File: src/rtl/tile_writeback_if.sv
// Avalon-MM burst write bus between the tile writeback engine and memory.
`timescale 1ns/1ps
interface tile_writeback_if;
  logic [31:0] av_address;
  logic [3:0]  av_burstcount;
  logic [63:0] av_writedata;
  logic        av_write;
  logic        av_waitrequest;

  modport master (
    output av_address, av_burstcount, av_writedata, av_write,
    input  av_waitrequest
  );

  modport slave (
    input  av_address, av_burstcount, av_writedata, av_write,
    output av_waitrequest
  );
endinterface

File: src/rtl/tile_writeback.sv
// Flushes one finished 32x32 16-bit tile from the 4-bank tile RAM to the
// framebuffer as 32 Avalon bursts of 8 x 64-bit beats, one burst per row.
`timescale 1ns/1ps
module tile_writeback #(
  parameter int FB_STRIDE = 1280,
  parameter int TILE_COLS = 20,
  parameter int TILE_ROWS = 15
) (
  input  logic        clk,
  input  logic        rst,
  input  logic        start,
  input  logic [5:0]  tile_x,
  input  logic [5:0]  tile_y,
  input  logic [31:0] fb_base,
  output logic        busy,
  output logic        done,
  output logic        err,
  output logic [7:0]  ram_addr,
  input  logic [63:0] ram_q,
  tile_writeback_if.master av
);

  localparam logic [31:0] STRIDE32   = 32'(FB_STRIDE);
  localparam logic [31:0] TILE_PITCH = 32'(FB_STRIDE * 32);

  typedef enum logic [1:0] {IDLE, SETUP, XFER, DONE} state_t;
  state_t state, state_nx;

  logic        in_range, accept, can_issue, push, pop, last_beat;
  logic [5:0]  tx_q, ty_q;
  logic [31:0] base_q;
  logic [8:0]  rd_word;          // next RAM word to read; bit 8 set = all issued
  logic        pend_a, pend_b;   // read in flight: address phase / data phase
  logic [63:0] fifo_mem [4];
  logic [1:0]  wr_ptr, rd_ptr;
  logic [2:0]  fifo_cnt, occ;
  logic [2:0]  beat_cnt;
  logic [4:0]  row_cnt;

  assign in_range  = ({26'd0, tile_x} < 32'(TILE_COLS)) && ({26'd0, tile_y} < 32'(TILE_ROWS));
  assign accept    = start && !busy && in_range;
  assign occ       = fifo_cnt + {2'd0, pend_a} + {2'd0, pend_b};
  assign can_issue = (state == SETUP || state == XFER) && !rd_word[8] && (occ < 3'd4);
  assign push      = pend_b;
  assign pop       = av.av_write && !av.av_waitrequest;
  assign last_beat = pop && (row_cnt == 5'd31) && (beat_cnt == 3'd7);

  // State register.
  // NOTE: sequential state uses non-blocking assignments so every flop samples pre-edge values.
  always_ff @(posedge clk or negedge rst) begin
    if (!rst) state <= IDLE;
    else      state <= state_nx;
  end

  // Next-state logic; DONE behaves like IDLE for a new start so no request is lost.
  // NOTE: every combinational output gets a default first so no latch is inferred.
  always_comb begin
    state_nx = state;
    unique case (state)
      IDLE, DONE: state_nx = accept ? SETUP : IDLE;
      SETUP:      state_nx = XFER;
      XFER:       if (last_beat) state_nx = DONE;
      default:    state_nx = IDLE;
    endcase
  end

  // Status and bus outputs decoded from the state and the FIFO head.
  always_comb begin
    busy            = (state == SETUP) || (state == XFER);
    done            = (state == DONE);
    av.av_write     = (state == XFER) && (fifo_cnt != 3'd0);
    av.av_writedata = av.av_write ? fifo_mem[rd_ptr] : 64'd0;
  end

  // Request latch and rejection pulse.
  always_ff @(posedge clk or negedge rst) begin
    if (!rst) begin
      tx_q   <= '0;
      ty_q   <= '0;
      base_q <= '0;
      err    <= 1'b0;
    end else begin
      err <= start && !busy && !in_range;
      if (accept) begin
        tx_q   <= tile_x;
        ty_q   <= tile_y;
        base_q <= fb_base;
      end
    end
  end

  // RAM read issue: word 0 goes out with the accepted start, the rest are
  // throttled so FIFO contents plus reads in flight never exceed four.
  always_ff @(posedge clk or negedge rst) begin
    if (!rst) begin
      rd_word  <= '0;
      ram_addr <= '0;
      pend_a   <= 1'b0;
      pend_b   <= 1'b0;
    end else begin
      pend_a <= accept || can_issue;
      pend_b <= pend_a;
      if (accept) begin
        ram_addr <= 8'd0;
        rd_word  <= 9'd1;
      end else if (can_issue) begin
        ram_addr <= rd_word[7:0];
        rd_word  <= rd_word + 9'd1;
      end
    end
  end

  // Prefetch FIFO storage.
  // NOTE: the data array is not reset; only pointers/count are, and the output is gated by av_write.
  always_ff @(posedge clk) begin
    if (push) fifo_mem[wr_ptr] <= ram_q;
  end

  // Prefetch FIFO pointers and occupancy.
  always_ff @(posedge clk or negedge rst) begin
    if (!rst) begin
      wr_ptr   <= '0;
      rd_ptr   <= '0;
      fifo_cnt <= '0;
    end else begin
      if (push) wr_ptr <= wr_ptr + 2'd1;
      if (pop)  rd_ptr <= rd_ptr + 2'd1;
      fifo_cnt <= fifo_cnt + {2'd0, push} - {2'd0, pop};
    end
  end

  // Burst address and beat/row tracking; row address advances by the stride.
  always_ff @(posedge clk or negedge rst) begin
    if (!rst) begin
      av.av_address    <= '0;
      av.av_burstcount <= '0;
      beat_cnt         <= '0;
      row_cnt          <= '0;
    end else if (state == SETUP) begin
      av.av_address    <= base_q + 32'(ty_q) * TILE_PITCH + {20'd0, tx_q, 6'd0};
      av.av_burstcount <= 4'd8;
      beat_cnt         <= '0;
      row_cnt          <= '0;
    end else if (pop) begin
      beat_cnt <= beat_cnt + 3'd1;
      if (beat_cnt == 3'd7 && !last_beat) begin
        row_cnt       <= row_cnt + 5'd1;
        av.av_address <= av.av_address + STRIDE32;
      end
    end
  end

endmodule

File: src/flat_wrapper.sv
// flat-port wrapper written by rule: the top's interface ports become plain ports
module tile_writeback_flat 
#(
  parameter int FB_STRIDE = 1280,
  parameter int TILE_COLS = 20,
  parameter int TILE_ROWS = 15
)
  (clk, rst, start, tile_x, tile_y, fb_base, busy, done, err, ram_addr, ram_q, av_av_address, av_av_burstcount, av_av_writedata, av_av_write, av_av_waitrequest);
  tile_writeback_if av_i ();
  input  logic clk;
  input  logic rst;
  input  logic start;
  input  logic [5:0] tile_x;
  input  logic [5:0] tile_y;
  input  logic [31:0] fb_base;
  output logic busy;
  output logic done;
  output logic err;
  output logic [7:0] ram_addr;
  input  logic [63:0] ram_q;
  output wire logic [$bits(av_i.av_address)-1:0] av_av_address;
  output wire logic [$bits(av_i.av_burstcount)-1:0] av_av_burstcount;
  output wire logic [$bits(av_i.av_writedata)-1:0] av_av_writedata;
  output wire logic [$bits(av_i.av_write)-1:0] av_av_write;
  input wire logic [$bits(av_i.av_waitrequest)-1:0] av_av_waitrequest;
  assign av_av_address = av_i.av_address;
  assign av_av_burstcount = av_i.av_burstcount;
  assign av_av_writedata = av_i.av_writedata;
  assign av_av_write = av_i.av_write;
  assign av_i.av_waitrequest = av_av_waitrequest;
  tile_writeback #(.FB_STRIDE(FB_STRIDE), .TILE_COLS(TILE_COLS), .TILE_ROWS(TILE_ROWS)) u_core (.clk(clk), .rst(rst), .start(start), .tile_x(tile_x), .tile_y(tile_y), .fb_base(fb_base), .busy(busy), .done(done), .err(err), .ram_addr(ram_addr), .ram_q(ram_q), .av(av_i));
endmodule
File: config.mk
export PLATFORM = sky130hd
export DESIGN_NAME = tile_writeback_flat
export DESIGN_NICKNAME = d
export VERILOG_FILES = /design/src/rtl/tile_writeback_if.sv /design/src/rtl/tile_writeback.sv /design/src/flat_wrapper.sv
export SDC_FILE = /design/constraint.sdc
export NUM_CORES = 1
export LEC_CHECK = 0
export ABC_AREA = 1
export CAP_MARGIN = 20
export CORE_ASPECT_RATIO = 1.75
export CORE_UTILIZATION = 35
export CTS_CLUSTER_DIAMETER = 40
export DETAILED_ROUTE_END_ITERATION = 8
export HOLD_SLACK_MARGIN = 0.15
export PLACE_DENSITY = 0.52
export REMOVE_ABC_BUFFERS = 1
export SYNTH_ARGS = -nofsm -noshare
export SYNTH_HDL_FRONTEND = slang
export SYNTH_SLANG_ARGS = --single-unit
File: constraint.sdc
create_clock -name clk -period 3.4 [get_ports clk]
set_input_delay 0.85 -clock clk [delete_from_list [all_inputs] [get_ports clk]]
set_output_delay 0.85 -clock clk [all_outputs]
set_load 0.005 [all_outputs]
Yosys cells after proc, flatten, opt, wreduce, memory -nomap -nowiden
Memory sizes are Yosys's and may differ from the RTL's.
Cells that the tools add are included.
W data, S select, Z words.
- memories: 1
- RAM bits: 256
- logic and storage cells: 82
- bits in registers: 114
- output and inout port bits: 112
- input bits: 112
- bits in latches: 0
- bits in read-only memories: 0
- memory list (name ; depth ; bits a word ; read ports ; clocked after Yosys merged registers in ; wr ports ; RTL line ; RTL):
    u_core.fifo_mem ; 4 ; 64 ; 1 ; 0 ; 1 ; tile_writeback.sv:34 ; logic [63:0] fifo_mem [4];
- bitwise logic cells: 0
- $add $sub $neg: 12
- muxes and demuxes: 18
- shift-type cells: 0
- reductions and logical operators: 25
- div/mod/pow operators: 0
- equal/unequal tests: 6
- magnitude comparators: 3
- $mul: 1
- operator list (kind ; number):
    $mux W32 ; 3
    $mux W64 ; 1
    $add A32 B11 Y32 const B ; 1
    $add A32 B12 Y32 ; 1
    $add A32 B22 Y32 ; 1
    $mux W9 ; 2
    $mux W8 ; 2
    $mux W5 ; 3
    $logic_and A1 B1 Y1 ; 11
    $add A3 B1 Y3 ; 3
    $add A9 B1 Y9 const B ; 1
    $mul A6 B3 Y9 const B ; 1
    $lt A6 B4 Y1 const B ; 1
    $lt A6 B5 Y1 const B ; 1
    $mux W3 ; 2
    $pmux W2 S3 ; 1
    $reduce_bool A2 Y1 ; 3
    $add A5 B1 Y5 const B ; 1
    $eq A5 B5 Y1 const B ; 1
    $logic_not A1 Y1 ; 5
    $add A2 B1 Y2 const B ; 2
    $eq A2 B2 Y1 const B ; 2
    $add A3 B1 Y3 const B ; 1
    $eq A3 B3 Y1 const B ; 1
    11 further kinds ; 14

Logic depth before layout (Yosys ltp)
Gate-level depths: netlist of run 1.
- word-level depth: 10
- gate-level depth with buffers: 19
- depth with buffers taken out: 19

Worst setup path after synthesis of run 1
Ideal clock, no wire load.
- kind: register -> register
- from: register u_core.ty_q[1]
- to: register u_core.av.av_address[30]
- period minus slack after synthesis: 2893 ps
- data arrival time: 2816 ps
- buffers on the path: 0
- setup slack: 507 ps
- required time: 3323 ps
- setup time: 77 ps
- stages on the path, launching flop included: 18
- cell sequence: dfrtp_1 -> ha_1 -> ha_1 -> fa_1 -> a21oi_1 -> o21ai_0 -> xor2_1 -> ha_1 -> nand2_1 -> nor2_1 -> inv_1 -> nor3_1 -> nand3_1 -> nand2_1 -> nand2_1 -> nand2_1 -> nand2_1 -> a21oi_1
- word-level cells in the longest chain between the ends: 4
- RTL lines (what ; RTL line ; RTL):
    start, declared ; tile_writeback.sv:30 ; logic [5:0] tx_q, ty_q;
    start signal, assigned ; tile_writeback.sv:86 ; ty_q <= tile_y;
    $mul A6 B3 Y9 ; tile_writeback.sv:140 ; av.av_address <= base_q + 32'(ty_q) * TILE_PITCH + {20'd0, tx_q, 6'd0};
    $add A32 B22 Y32 ; tile_writeback.sv:140 ;
    $add A32 B12 Y32 ; tile_writeback.sv:140 ;
    $mux W32 ; tile_writeback.sv:139 ; end else if (state == SETUP) begin
    end signal, assigned ; tile_writeback.sv:140 ;
    end signal, assigned ; tile_writeback.sv:148 ; av.av_address <= av.av_address + STRIDE32;
    end, declared ; tile_writeback_if.sv:11 ; output av_address, av_burstcount, av_writedata, av_write,
No other way between the ends.
A chain may end at the register's enable or synchronous reset.

Worst setup path in the final report of run 1
- from: register u_core.state[0]
- to: output port av_av_writedata[58]
- word-level cells in the longest chain between the ends: 3
- RTL lines (what ; RTL line ; RTL):
    start, declared ; tile_writeback.sv:27 ; state_t state, state_nx;
    start signal, assigned ; tile_writeback.sv:52 ; else state <= state_nx;
    $eq A2 B2 Y1 ; tile_writeback.sv:71 ; av.av_write = (state == XFER) && (fifo_cnt != 3'd0);
    $logic_and A1 B1 Y1 ; tile_writeback.sv:71 ;
    $mux W64 ; tile_writeback.sv:72 ; av.av_writedata = av.av_write ? fifo_mem[rd_ptr] : 64'd0;
    end, declared ; flat_wrapper.sv:23 ; output wire logic [$bits(av_i.av_writedata)-1:0] av_av_writedata;
No other way between the ends.

==> summary.txt, run 1 <==
Clock tree
  • Hold-fix buffers at CTS: 0
  • Total CTS buffers: 42
  • Sink Count: 370
  • Maximum clock path buffer count: 3
  • Htree depth: 2
  • Clock Pin Slew Worst Setup and Hold Paths: approximately 0.060 ns
  • Clock root buffer: clkbuf_16
  • CTS tree: yes
  • Clock latency on the worst-skew pair: 0.55 ns

Power
  • LEAKAGE: roughly 8.7 nW
  • Power Dens Cells: around 720 mW/mm²
  • Peak supply drop: ~0.43 mV
  • Power, Total: between 15 and 20 mW

Setup path
  • Startpoint types: flop
  • Critical Path AT: 2.43 ns
  • Crit-path slowest cell: clkdlybuf4s50_1
  • Maximum fanout along the worst path: 22
  • Crit path largest cell delay: about 0.54 ns
  • Crit Path Category: flop to primary output
  • Worst Path Required: between 2 and 3 ns
  • Worst Setup End Kind: primary output
  • Crit-path cells: inv_1, ha_2, nand2_8, buf_6, a21oi_1, clkdlybuf4s50_1

Synth
  • Count leader, synth: nand2_1
  • Yosys warnings: 0
  • Distinct cells, synth: 47
  • Ys async rst share: ~31%
  • Synth top area share: 45.22%
  • Top cells by area, synth: edfxtp_1 45%, dfrtp_1 17%, nand2_1 7.7%
  • Synthesized area per cell: 9.637 µm²
  • Synthesized flop and latch total: 370
  • Number of flops mapped to enable cells by yosys: 256
  • Leading area contributor after synthesis: edfxtp_1
  • Mapped Cells: 1,764
  • Mapped Area: between 0.015 and 0.02 mm²
  • Commonest cells post-synth: 348 x nand2_1, 347 x nor2_1, 256 x edfxtp_1, 184 x o21ai_0, 137 x inv_1
  • Seq/Total Area, Yosys: between 60% and 70%
  • Most used DFF post-synth: edfxtp_1

Floorplan
  • Cell row count: around 110
  • Chip height: a little under 300 µm
  • Core ar.: ~0.048 mm²
  • Die width: between 150 and 200 µm
  • Initial core utilization: 35.51%
  • Top Ports: 224
  • Die area: a little under 0.05 mm²

GRT
  • GRT Util Overall: 19.50%
  • Initial antenna violation count: 2
  • Vias in the first global route: between 10k and 15k
  • GRT met3 Usage: ~3.7%
  • Met1 GRT Util: a little over a fifth
  • Pin count of the biggest net entering global routing: 71
  • Met2 global-route usage: 36.82%
  • Global-route wire length before repair: 73,850 µm
  • GR peak layer: met2
  • Total grt overflow: 0

Timing
  • Slew HR: a little over half
  • Min Tclk post-route: around 3.3 ns
  • TNS Setup: 0 ns
  • RSZ-0062 raised after global routing: yes
  • Max Freq: a little over 300 MHz
  • Final Cycle Share: a little over nine tenths
  • Final setup vio count: 0
  • Max-slew violation count: 0
  • Worst-Margin Slew: roughly 0.7 ns
  • Endpoints failing hold: 0
  • Skew final: ~0.021 ns

Layout
  • Fin area: around 0.021 mm²
  • Layout area overhead: 26.33%
  • Nets: 2,141
  • Share of cells above drive strength 1: ~6.4%
  • Final core occ: 44.85%
  • # diodes: 0

Drt
  • Routed len/inst: 17.93 µm
  • 1st-iter DRT viols: slightly above 700
  • Pre-antenna DRT Iters: 5
  • Via Count: between 10k and 15k
  • Vias per inst: around 4.8
  • WL final: 47,780 µm
  • Post-route ant nets: 0
  • DRC viols: 0

Placed design
  • Routability congestion estimate: between 0.8 and 0.9
  • Post-Place Cell Area: ~0.020 mm²
  • Hpwl dp: between 30,000 and 40,000 µm
  • Port buffer count: 220

Hold path
  • Worst hold path class: primary input to async pin

Run status
  • Status: complete, no violations

Flow run
  • Max-Cap Viols: 0
-- worst paths after layout --
check | from | to | slack, ns | cells after the start
max in group asynchronous | rst | u_core.av.av_address[18] | 2.26 | 2
hold / removal | rst | u_core.ram_addr[0] | 0.28 | 1
setup / recovery | u_core.state[0] | av_av_writedata[58] | 0.12 | 6
min in group clk | u_core.pend_a | u_core.pend_b | 0.38 | 0
hold reg to reg | u_core.pend_a | u_core.pend_b | 0.38 | 0
setup reg to reg | u_core.ty_q[1] | u_core.av.av_address[21] | 0.24 | 19
-- layout by cell type, fill, tap and decap left out, types with 10 or more instances in the layout --
cell	instances
nor2_1	345
nand4_1	16
xor2_1	12
clkbuf_16	44
nand3_1	65
nand2_1	347
dfrtp_1	112
o21ai_0	182
edfxtp_1	256
ha_1	40
a21oi_1	92
clkbuf_1	10
buf_4	19
clkdlybuf4s50_1	217
inv_1	132
-- state kept, by name (all words and copies together), names as in the netlist, 2 cells and up --
| register | flops |
|---|---|
| u_core.fifo_mem | 256 |
| u_core.av.av_address | 32 |
| u_core.base_q | 32 |
| u_core.rd_word | 9 |
| u_core.ram_addr | 8 |
| u_core.tx_q | 6 |
| u_core.ty_q | 6 |
| u_core.row_cnt | 5 |
| u_core.beat_cnt | 3 |
| u_core.fifo_cnt | 3 |
| u_core.rd_ptr | 2 |
| u_core.state | 2 |
| u_core.wr_ptr | 2 |
-- final cells by class --
class / instances / area [µm²]
Clock buffer: 54 / 1127
Clock inverter: 22 / 200.2
Fill cell: 4564 / 26400
Inverter: 142 / 534.3
Multi-Input combinational cell: 1179 / 5659
Sequential cell: 370 / 10550
Tap cell: 648 / 810.8
Timing Repair Buffer: 250 / 2599
-- repair_timing --
| item | CTS | global route |
|---|---|---|
| pin swaps | 0 | 1 |
| setup endpoints to repair | 22 | 18 |
| gates resized for setup | 4 | 18 |
| gates cloned | 0 | 1 |
| setup buffers | 1 | 1 |
-- metal layers --
layer / vias up / part of all wire [%]
met1: 6181 / 38
met5: - / 0.052
met3: 104 / 4.7
met4: 4 / 4.2
met2: 301 / 53
li1: 6331 / -
-- critical path: cells and delay by family, from the launching register on --
| family | cells | cell delay, ns |
|---|---|---|
| buffers and inverters | 3 | 0.86 |
| flip-flops | 1 | 0.40 |
| adder cells (fa/ha/maj) | 1 | 0.24 |
| AND/OR/NAND/NOR | 1 | 0.18 |
| AO/OA/AOI/OAI | 1 | 0.18 |
-- where the power goes --
group          total [mW]  internal (mW)  switching [mW]  leakage (nW)
Combinational        5.57           2.38            3.18          4.42
Clock                4.35           2.52            1.83         0.641
Sequential           5.53           5.16           0.370          3.67
Total                15.4           10.1            5.38          8.73
-- kinds of logic after synthesis --
kind of cell | Yosys count | synth area share, %
compound gates | 311 | 9.531
other cells | 1 | 0.02206
flops | 370 | 62.00
buf+inv | 217 | 5.071
fa+ha+maj | 44 | 3.371
simple gates | 806 | 19.23
xor+xnor | 15 | 0.7728
-- metrics by stage --
step / cells / worst slack (ns) / hold WS [ns]
global placement: 2586 / 0.1692 / 0.3728
CTS: 2663 / 0.02438 / 0.2754
detailed placement: 2586 / 0.1345 / 0.3683
finish: 2665 / 0.1193 / 0.2831
floorplan: 1691 / -1.413 / 0.3540
global route: 2665 / -0.01959 / 0.3019
(Power assumes the default switching activity.)
==> inputs of run 2 (changes only) <==
--- a/config.mk
+++ b/config.mk
@@ -6,13 +6,13 @@
 export NUM_CORES = 1
 export LEC_CHECK = 0
 export ABC_AREA = 1
-export CAP_MARGIN = 20
+export CAP_MARGIN = 10
 export CORE_ASPECT_RATIO = 1.75
 export CORE_UTILIZATION = 35
 export CTS_CLUSTER_DIAMETER = 40
 export DETAILED_ROUTE_END_ITERATION = 8
 export HOLD_SLACK_MARGIN = 0.15
-export PLACE_DENSITY = 0.52
+export PLACE_DENSITY = 0.54
 export REMOVE_ABC_BUFFERS = 1
 export SYNTH_ARGS = -nofsm -noshare
 export SYNTH_HDL_FRONTEND = slang
==> constraint.sdc (replaced) <==
create_clock -name clk -period 2.81 [get_ports clk]
set_input_delay 0.7025 -clock clk [delete_from_list [all_inputs] [get_ports clk]]
set_output_delay 0.7025 -clock clk [all_outputs]
set_load 0.005 [all_outputs]
==> run 2 against run 1 <==
  * Wire length up 5.8%
  * Sequential power up 22%
  * Global-route usage up 0.68 points
  * Highest routed layer unchanged
  * First-iteration DRC count up 13%
  * Sequential share of layout area down 3.4 points
  * Largest cell class unchanged
  * Clock power up 31%
  * Non-clock buffer count up 77
  * Combinational power up 48%
  * The flow now finishes with violations (negative setup slack)
==> summary.txt, run 2 (synthesis gave the netlist of run 1 again) <==
Run status
  • Status: finished, violations left
  • Failing checks: negative setup slack

Hold path
  • Min-Delay Endpoint: u_core.pend_b
  • Worst hold path class: flop to flop
  • Hold Crit Depth: 0
  • Min-delay src: u_core.pend_a

Drt
  • 1st-iter DRT viols: roughly 800
  • WL final: about 51,000 µm
  • Post-route ant nets: 0
  • Routed len/inst: between 15 and 20 µm
  • Via Count: around 13k
  • Vias per inst: approximately 4.9
  • DRC viols: 0
  • Pre-antenna DRT Iters: 5

Layout
  • # diodes: 0
  • Biggest regs: u_core.fifo_mem (256), u_core.av.av_address (32), u_core.base_q (32)
  • Fin area: roughly 0.023 mm²
  • Largest Register: u_core.fifo_mem
  • Nets: between 2k and 2.5k
  • Layout area overhead: 35.75%
  • Final core occ: ~48%
  • Share of cells above drive strength 1: 19.09%
  • Number of flip-flops under the largest register name: ~260
  • Commonest non-fill, non-tap cell in the layout: nand2_1
  • Finished Layout Cells: 2,743
  • Commonest non-fill, non-tap cells in the layout: 324 x nand2_1, 286 x nor2_1, 256 x edfxtp_1

Setup path
  • Top delay family on crit path: adder cells
  • Most common cell on crit path: nand2_1
  • Worst Setup End Kind: flop
  • Crit path largest cell delay: a little over 0.4 ns
  • Worst Path Required: around 3.3 ns
  • Crit path buf inv count: 2
  • Crit-path cells: ha_4, ha_4, fa_2, buf_6, xor2_1, ha_1, buf_6, nand2_4, nor2_1, nand2_1, nor3_1, nand2_1, nand3_1, nand3_1, nand2_1, nor2_1
  • Internal reg-to-reg setup slack: -0.13 ns
  • R2r endpoint: u_core.av.av_address[31]
  • R2R cell count: 16
  • Startpoint types: flop
  • Critical Path AT: 3.38 ns
  • Crit Path Category: flop to flop
  • Crit-path slowest cell: dfrtp_1
  • Maximum fanout along the worst path: 3
  • R2R Path Start: u_core.ty_q[3]

Timing
  • RSZ-0062 raised after global routing: yes
  • Slew HR: a little under 60%
  • Min Tclk post-route: roughly 2.9 ns
  • Worst-Margin Slew: 0.6348 ns
  • Final Cycle Share: 104.5%
  • Setup ws final: -0.1254 ns
  • TNS Setup: -0.6616 ns
  • Max-slew violation count: 0
  • Endpoints failing hold: 0
  • Hold slack: 0.3859 ns
  • Final setup vio count: 13
  • Skew final: between 0.02 and 0.025 ns
  • Max Freq: between 300 and 400 MHz

GRT
  • Global-route wire length before repair: about 76,000 µm
  • GRT Util Overall: roughly 20%
  • Total grt overflow: 0
  • Initial antenna violation count: 2
  • Pin count of the biggest net entering global routing: 56
  • Vias in the first global route: around 14k

Clock tree
  • Total CTS buffers: between 40 and 50
  • Clock Pin Slew Worst Setup and Hold Paths: roughly 0.060 ns
  • Sink Count: between 300 and 400
  • CTS tree: yes
  • Clock latency on the worst-skew pair: ~0.56 ns
  • Clock root buffer: clkbuf_16
  • Htree depth: 2
  • Maximum clock path buffer count: 3

Power
  • Peak supply drop: between 0.5 and 0.6 mV
  • LEAKAGE: 9.603 nW
  • Power, Total: just over 20 mW
  • Power Dens Cells: between 800 and 900 mW/mm²

Placed design
  • Routability congestion estimate: slightly below 0.9
  • Hpwl dp: 32,650 µm
  • Pre-CTS setup slack: -0.3638 ns
  • Post-Place Cell Area: about 0.020 mm²
  • Port buffer count: 220
  • Dpl cells: about 2.6k

Floorplan
  • Chip height: around 290 µm
  • Die area: ~0.05 mm²
  • Core ar.: ~0.048 mm²
  • Initial core utilization: a little over a third
  • Cell row count: between 100 and 150
  • Top Ports: 224
  • Die width: 168.6 µm

Flow run
  • Max-Cap Viols: 0
==> run 2: changes by cell type in the layout (fill, tap and decap cells not counted), sizes merged, moves of 3 or more <==
| cell | change |
|---|---|
| clkdlybuf4s50 | -63 |
| clkbuf | +17 |
| inv | +7 |
| buf | +116 |
| dlygate4sd2 | +3 |
| bufinv | +3 |
| clkinv | -8 |
==> run 2: worst max-delay path by stage <==
stage	from	endpoint	slack (ns)	cells after the start
after floorplan	u_core.rd_ptr[0]	av_av_writedata[0]	-1.86	3
after global placement	u_core.ty_q[1]	u_core.av.av_address[30]	-0.36	17
after detailed placement	u_core.ty_q[1]	u_core.av.av_address[30]	-0.36	17
after CTS	u_core.ty_q[1]	u_core.av.av_address[30]	-0.16	17
after global routing	u_core.ty_q[3]	u_core.av.av_address[27]	-0.27	17
final	u_core.ty_q[3]	u_core.av.av_address[31]	-0.13	16
==> run 2: power by group <==
group / leakage (nW) / total [mW] / internal, mW / switching (mW)
logic: 5.24 / 8.25 / 3.81 / 4.45
clock network: 0.691 / 5.72 / 3.37 / 2.35
registers: 3.67 / 6.72 / 6.24 / 0.479
total: 9.60 / 20.7 / 13.4 / 7.28
==> run 2: metal layers <==
metal / track usage [%] / share of wire [%]
met5: 0 / 0.053
met1: 21.12 / 37
met4: 8.226 / 3.5
met2: 39.02 / 55
met3: 3.596 / 4.9
==> run 2: cell type report <==
type	instances	area, µm²
clock inverters	24	320.3
fillers	4444	24800
multi-input cells	1179	6279
well taps	648	810.8
flip-flops and latches	370	10550
repair buffers	327	3452
clock buffers	53	1124
inverters	142	548.0
==> run 2: repair_timing <==
action | in CTS | in global routing
hold buffers | 1 | 0
gates resized for setup | 366 | 202
setup endpoints to repair | 79 | 66
hold endpoints to repair | 35 | 0
cloned | 12 | 8
setup buffers | 22 | 11
pin swaps | 70 | 77
==> run 2: worst register-to-register path, delay by kind of cell, from the launching register on <==
kind / cells / cell delay (ns)
fa+ha+maj: 4 / 1.18
xor+xnor: 1 / 0.14
flops: 1 / 0.41
simple gates: 9 / 0.85
buf+inv: 2 / 0.25
==> inputs of run 3 (changes only) <==
--- a/config.mk
+++ b/config.mk
@@ -9,10 +9,9 @@
 export CAP_MARGIN = 10
 export CORE_ASPECT_RATIO = 1.75
 export CORE_UTILIZATION = 35
-export CTS_CLUSTER_DIAMETER = 40
 export DETAILED_ROUTE_END_ITERATION = 8
 export HOLD_SLACK_MARGIN = 0.15
-export PLACE_DENSITY = 0.54
+export PLACE_DENSITY_LB_ADDON = 0.05
 export REMOVE_ABC_BUFFERS = 1
 export SYNTH_ARGS = -nofsm -noshare
 export SYNTH_HDL_FRONTEND = slang
==> constraint.sdc (replaced) <==
create_clock -name clk -period 3.7 [get_ports clk]
set_input_delay 0.925 -clock clk [delete_from_list [all_inputs] [get_ports clk]]
set_output_delay 0.925 -clock clk [all_outputs]
set_load 0.005 [all_outputs]
==> run 3 against run 2 <==
  * The run now ends clean
  * Wire length down 4.1%
  * Critical path depth down 10
  * Worst setup slack better by 0.31 ns
  * Sequential share of layout area up 3.9 points
  * Clock power down 34%
  * Combinational power down 39%
  * Sequential power down 24%
  * Largest cell class unchanged
==> summary.txt, run 3 (synthesis gave the netlist of run 1 again) <==
Placed design
  • Routability congestion estimate: a little over 1
  • Hpwl dp: about 32,000 µm
  • Port buffer count: 220

Flow run
  • Max-Cap Viols: 0

Timing
  • Skew final: roughly 0.019 ns
  • Endpoints failing hold: 0
  • Min Tclk post-route: 3.519 ns
  • Slew HR: between 30% and 40%
  • Final Cycle Share: about 95%
  • Max Freq: between 200 and 300 MHz
  • RSZ-0062 raised after global routing: no
  • Final setup vio count: 0
  • TNS Setup: 0 ns
  • Max-slew violation count: 0
  • Hold slack: ~0.4 ns
  • Worst-Margin Slew: roughly 0.94 ns

Setup path
  • Crit-path cells: inv_1, ha_1, nand2_8, buf_4, a21oi_1, clkdlybuf4s50_1
  • Worst Setup End Kind: primary output
  • Worst Path Required: between 2 and 3 ns
  • R2R Path Start: u_core.ty_q[1]
  • Crit path from: u_core.state[0]
  • Startpoint types: flop
  • Critical Path AT: 2.59 ns
  • Maximum fanout along the worst path: 22
  • Crit Path Category: flop to primary output
  • Crit-path slowest cell: clkdlybuf4s50_1
  • Crit path largest cell delay: about 0.56 ns

GRT
  • Pin count of the biggest net entering global routing: 77
  • Initial antenna violation count: 3
  • Vias in the first global route: 13.08k
  • Global-route wire length before repair: roughly 74,000 µm
  • Total grt overflow: 0
  • GRT Util Overall: around a fifth

Floorplan
  • Cell row count: about 110
  • Top Ports: approximately 220
  • Die area: 0.04949 mm²
  • Core ar.: about 0.048 mm²
  • Chip height: approximately 290 µm
  • Die width: between 150 and 200 µm
  • Initial core utilization: between 30 and 40%

Layout
  • Commonest non-fill, non-tap cell in the layout: nand2_1
  • Share of cells above drive strength 1: around 5.2%
  • Largest Register: u_core.fifo_mem
  • Biggest regs: u_core.fifo_mem (256), u_core.av.av_address (32), u_core.base_q (32)
  • Commonest non-fill, non-tap cells in the layout: 348 x nand2_1, 347 x nor2_1, 256 x edfxtp_1
  • Number of flip-flops under the largest register name: 256
  • Final-layout fill cell count: 4,584
  • Nets: 2,134
  • Layout area overhead: 25.03%

Clock tree
  • CTS tree: yes
  • # Post-CTS Setup Buffers: 0
  • Cts repair resizes: 0
  • Clock latency on the worst-skew pair: between 0.5 and 0.6 ns
  • Clock Pin Slew Worst Setup and Hold Paths: ~0.06 ns
  • Hold-fix buffers at CTS: 0
  • Clock root buffer: clkbuf_16
  • Maximum clock path buffer count: 3
  • Total CTS buffers: 38
  • Htree depth: 2
  • Sink Count: 370

Power
  • Power Dens Cells: between 600 and 700 mW/mm²
  • Peak supply drop: 0.4290 mV
  • LEAKAGE: 8.618 nW

Drt
  • Vias per inst: 4.822
  • Via Count: between 10k and 15k
  • 1st-iter DRT viols: 650
  • Routed len/inst: 18.24 µm
  • Post-route ant nets: 0
  • DRC viols: 0
  • WL final: 48,440 µm
  • Pre-antenna DRT Iters: 5

Hold path
  • Worst hold path class: primary input to async pin

Run status
  • Status: complete, no violations
run 3: cell types whose count changed in the layout (fill, tap and decap cells not counted), sizes merged, moves of 3 or more:
cell,change
clkinv,+7
buf,-118
clkbuf,-22
clkdlybuf4s50,+65
dlygate4sd2,-3
clkinvlp,-3
inv,-8
run 3: area by class of cell:
type | instances | area, µm² | area share [%]
Clock inverter | 18 | 165.2 | 0.7770
Inverter | 142 | 533.0 | 2.508
Tap cell | 648 | 810.8 | 3.814
Timing Repair Buffer | 247 | 2552 | 12.01
Multi-Input combinational cell | 1179 | 5619 | 26.44
Sequential cell | 370 | 10550 | 49.61
Clock buffer | 50 | 1027 | 4.833
Antenna cell | 1 | 2.502 | 0.01177
run 3: worst paths after layout:
kind,depth (start not counted),end,slack [ns]
max,6,av_av_writedata[36],0.18
max reg2reg,17,u_core.av.av_address[30],0.38
min in group clk,0,u_core.pend_b,0.41
min,1,u_core.ram_addr[4],0.40
min reg2reg,0,u_core.pend_b,0.41
max in group asynchronous,2,u_core.av.av_address[14],2.52
run 3: metrics by stage:
step | util [%] | instances | cell area, µm² | total power [mW] | worst slack [ns]
after floorplan | - | 1691 | 16680 | 7.613 | -1.188
after detailed placement | 41.88 | 2586 | 20050 | 10.29 | 0.3890
after global routing | 44.39 | 2655 | 21260 | 14.80 | 0.0002631
after CTS | 44.37 | 2654 | 21240 | 14.14 | 0.07054
final | 44.39 | 2655 | 21260 | 13.86 | 0.1812
after global placement | 41.88 | 2586 | 20050 | 10.24 | 0.4257
run 3: worst max-delay path, delay by kind of cell, from the launching register on:
| kind | cells | cell delay (ns) |
|---|---|---|
| buffers and inverters | 3 | 0.92 |
| adder cells (fa/ha/maj) | 1 | 0.27 |
| AND/OR/NAND/NOR | 1 | 0.18 |
| flip-flops | 1 | 0.39 |
| AO/OA/AOI/OAI | 1 | 0.27 |
run 3: power by group:
part	leakage (nW)	total (mW)	switching (mW)	internal [mW]
sequential	3.67	5.08	0.344	4.74
combinational	4.36	5.02	2.89	2.13
clock	0.586	3.76	1.60	2.17
total	8.62	13.9	4.83	9.04
run 3: per-layer routing:
metal / wire, µm / vias up / share of wire (%) / GRT usage (%)
met2: 25830 / 284 / 53 / 37.83
met3: 2189 / 88 / 4.5 / 3.206
met1: 18440 / 6110 / 38 / 20.99
li1: - / 6317 / - / -
met4: 1951 / 4 / 4.0 / 8.559
met5: 26 / - / 0.054 / 0
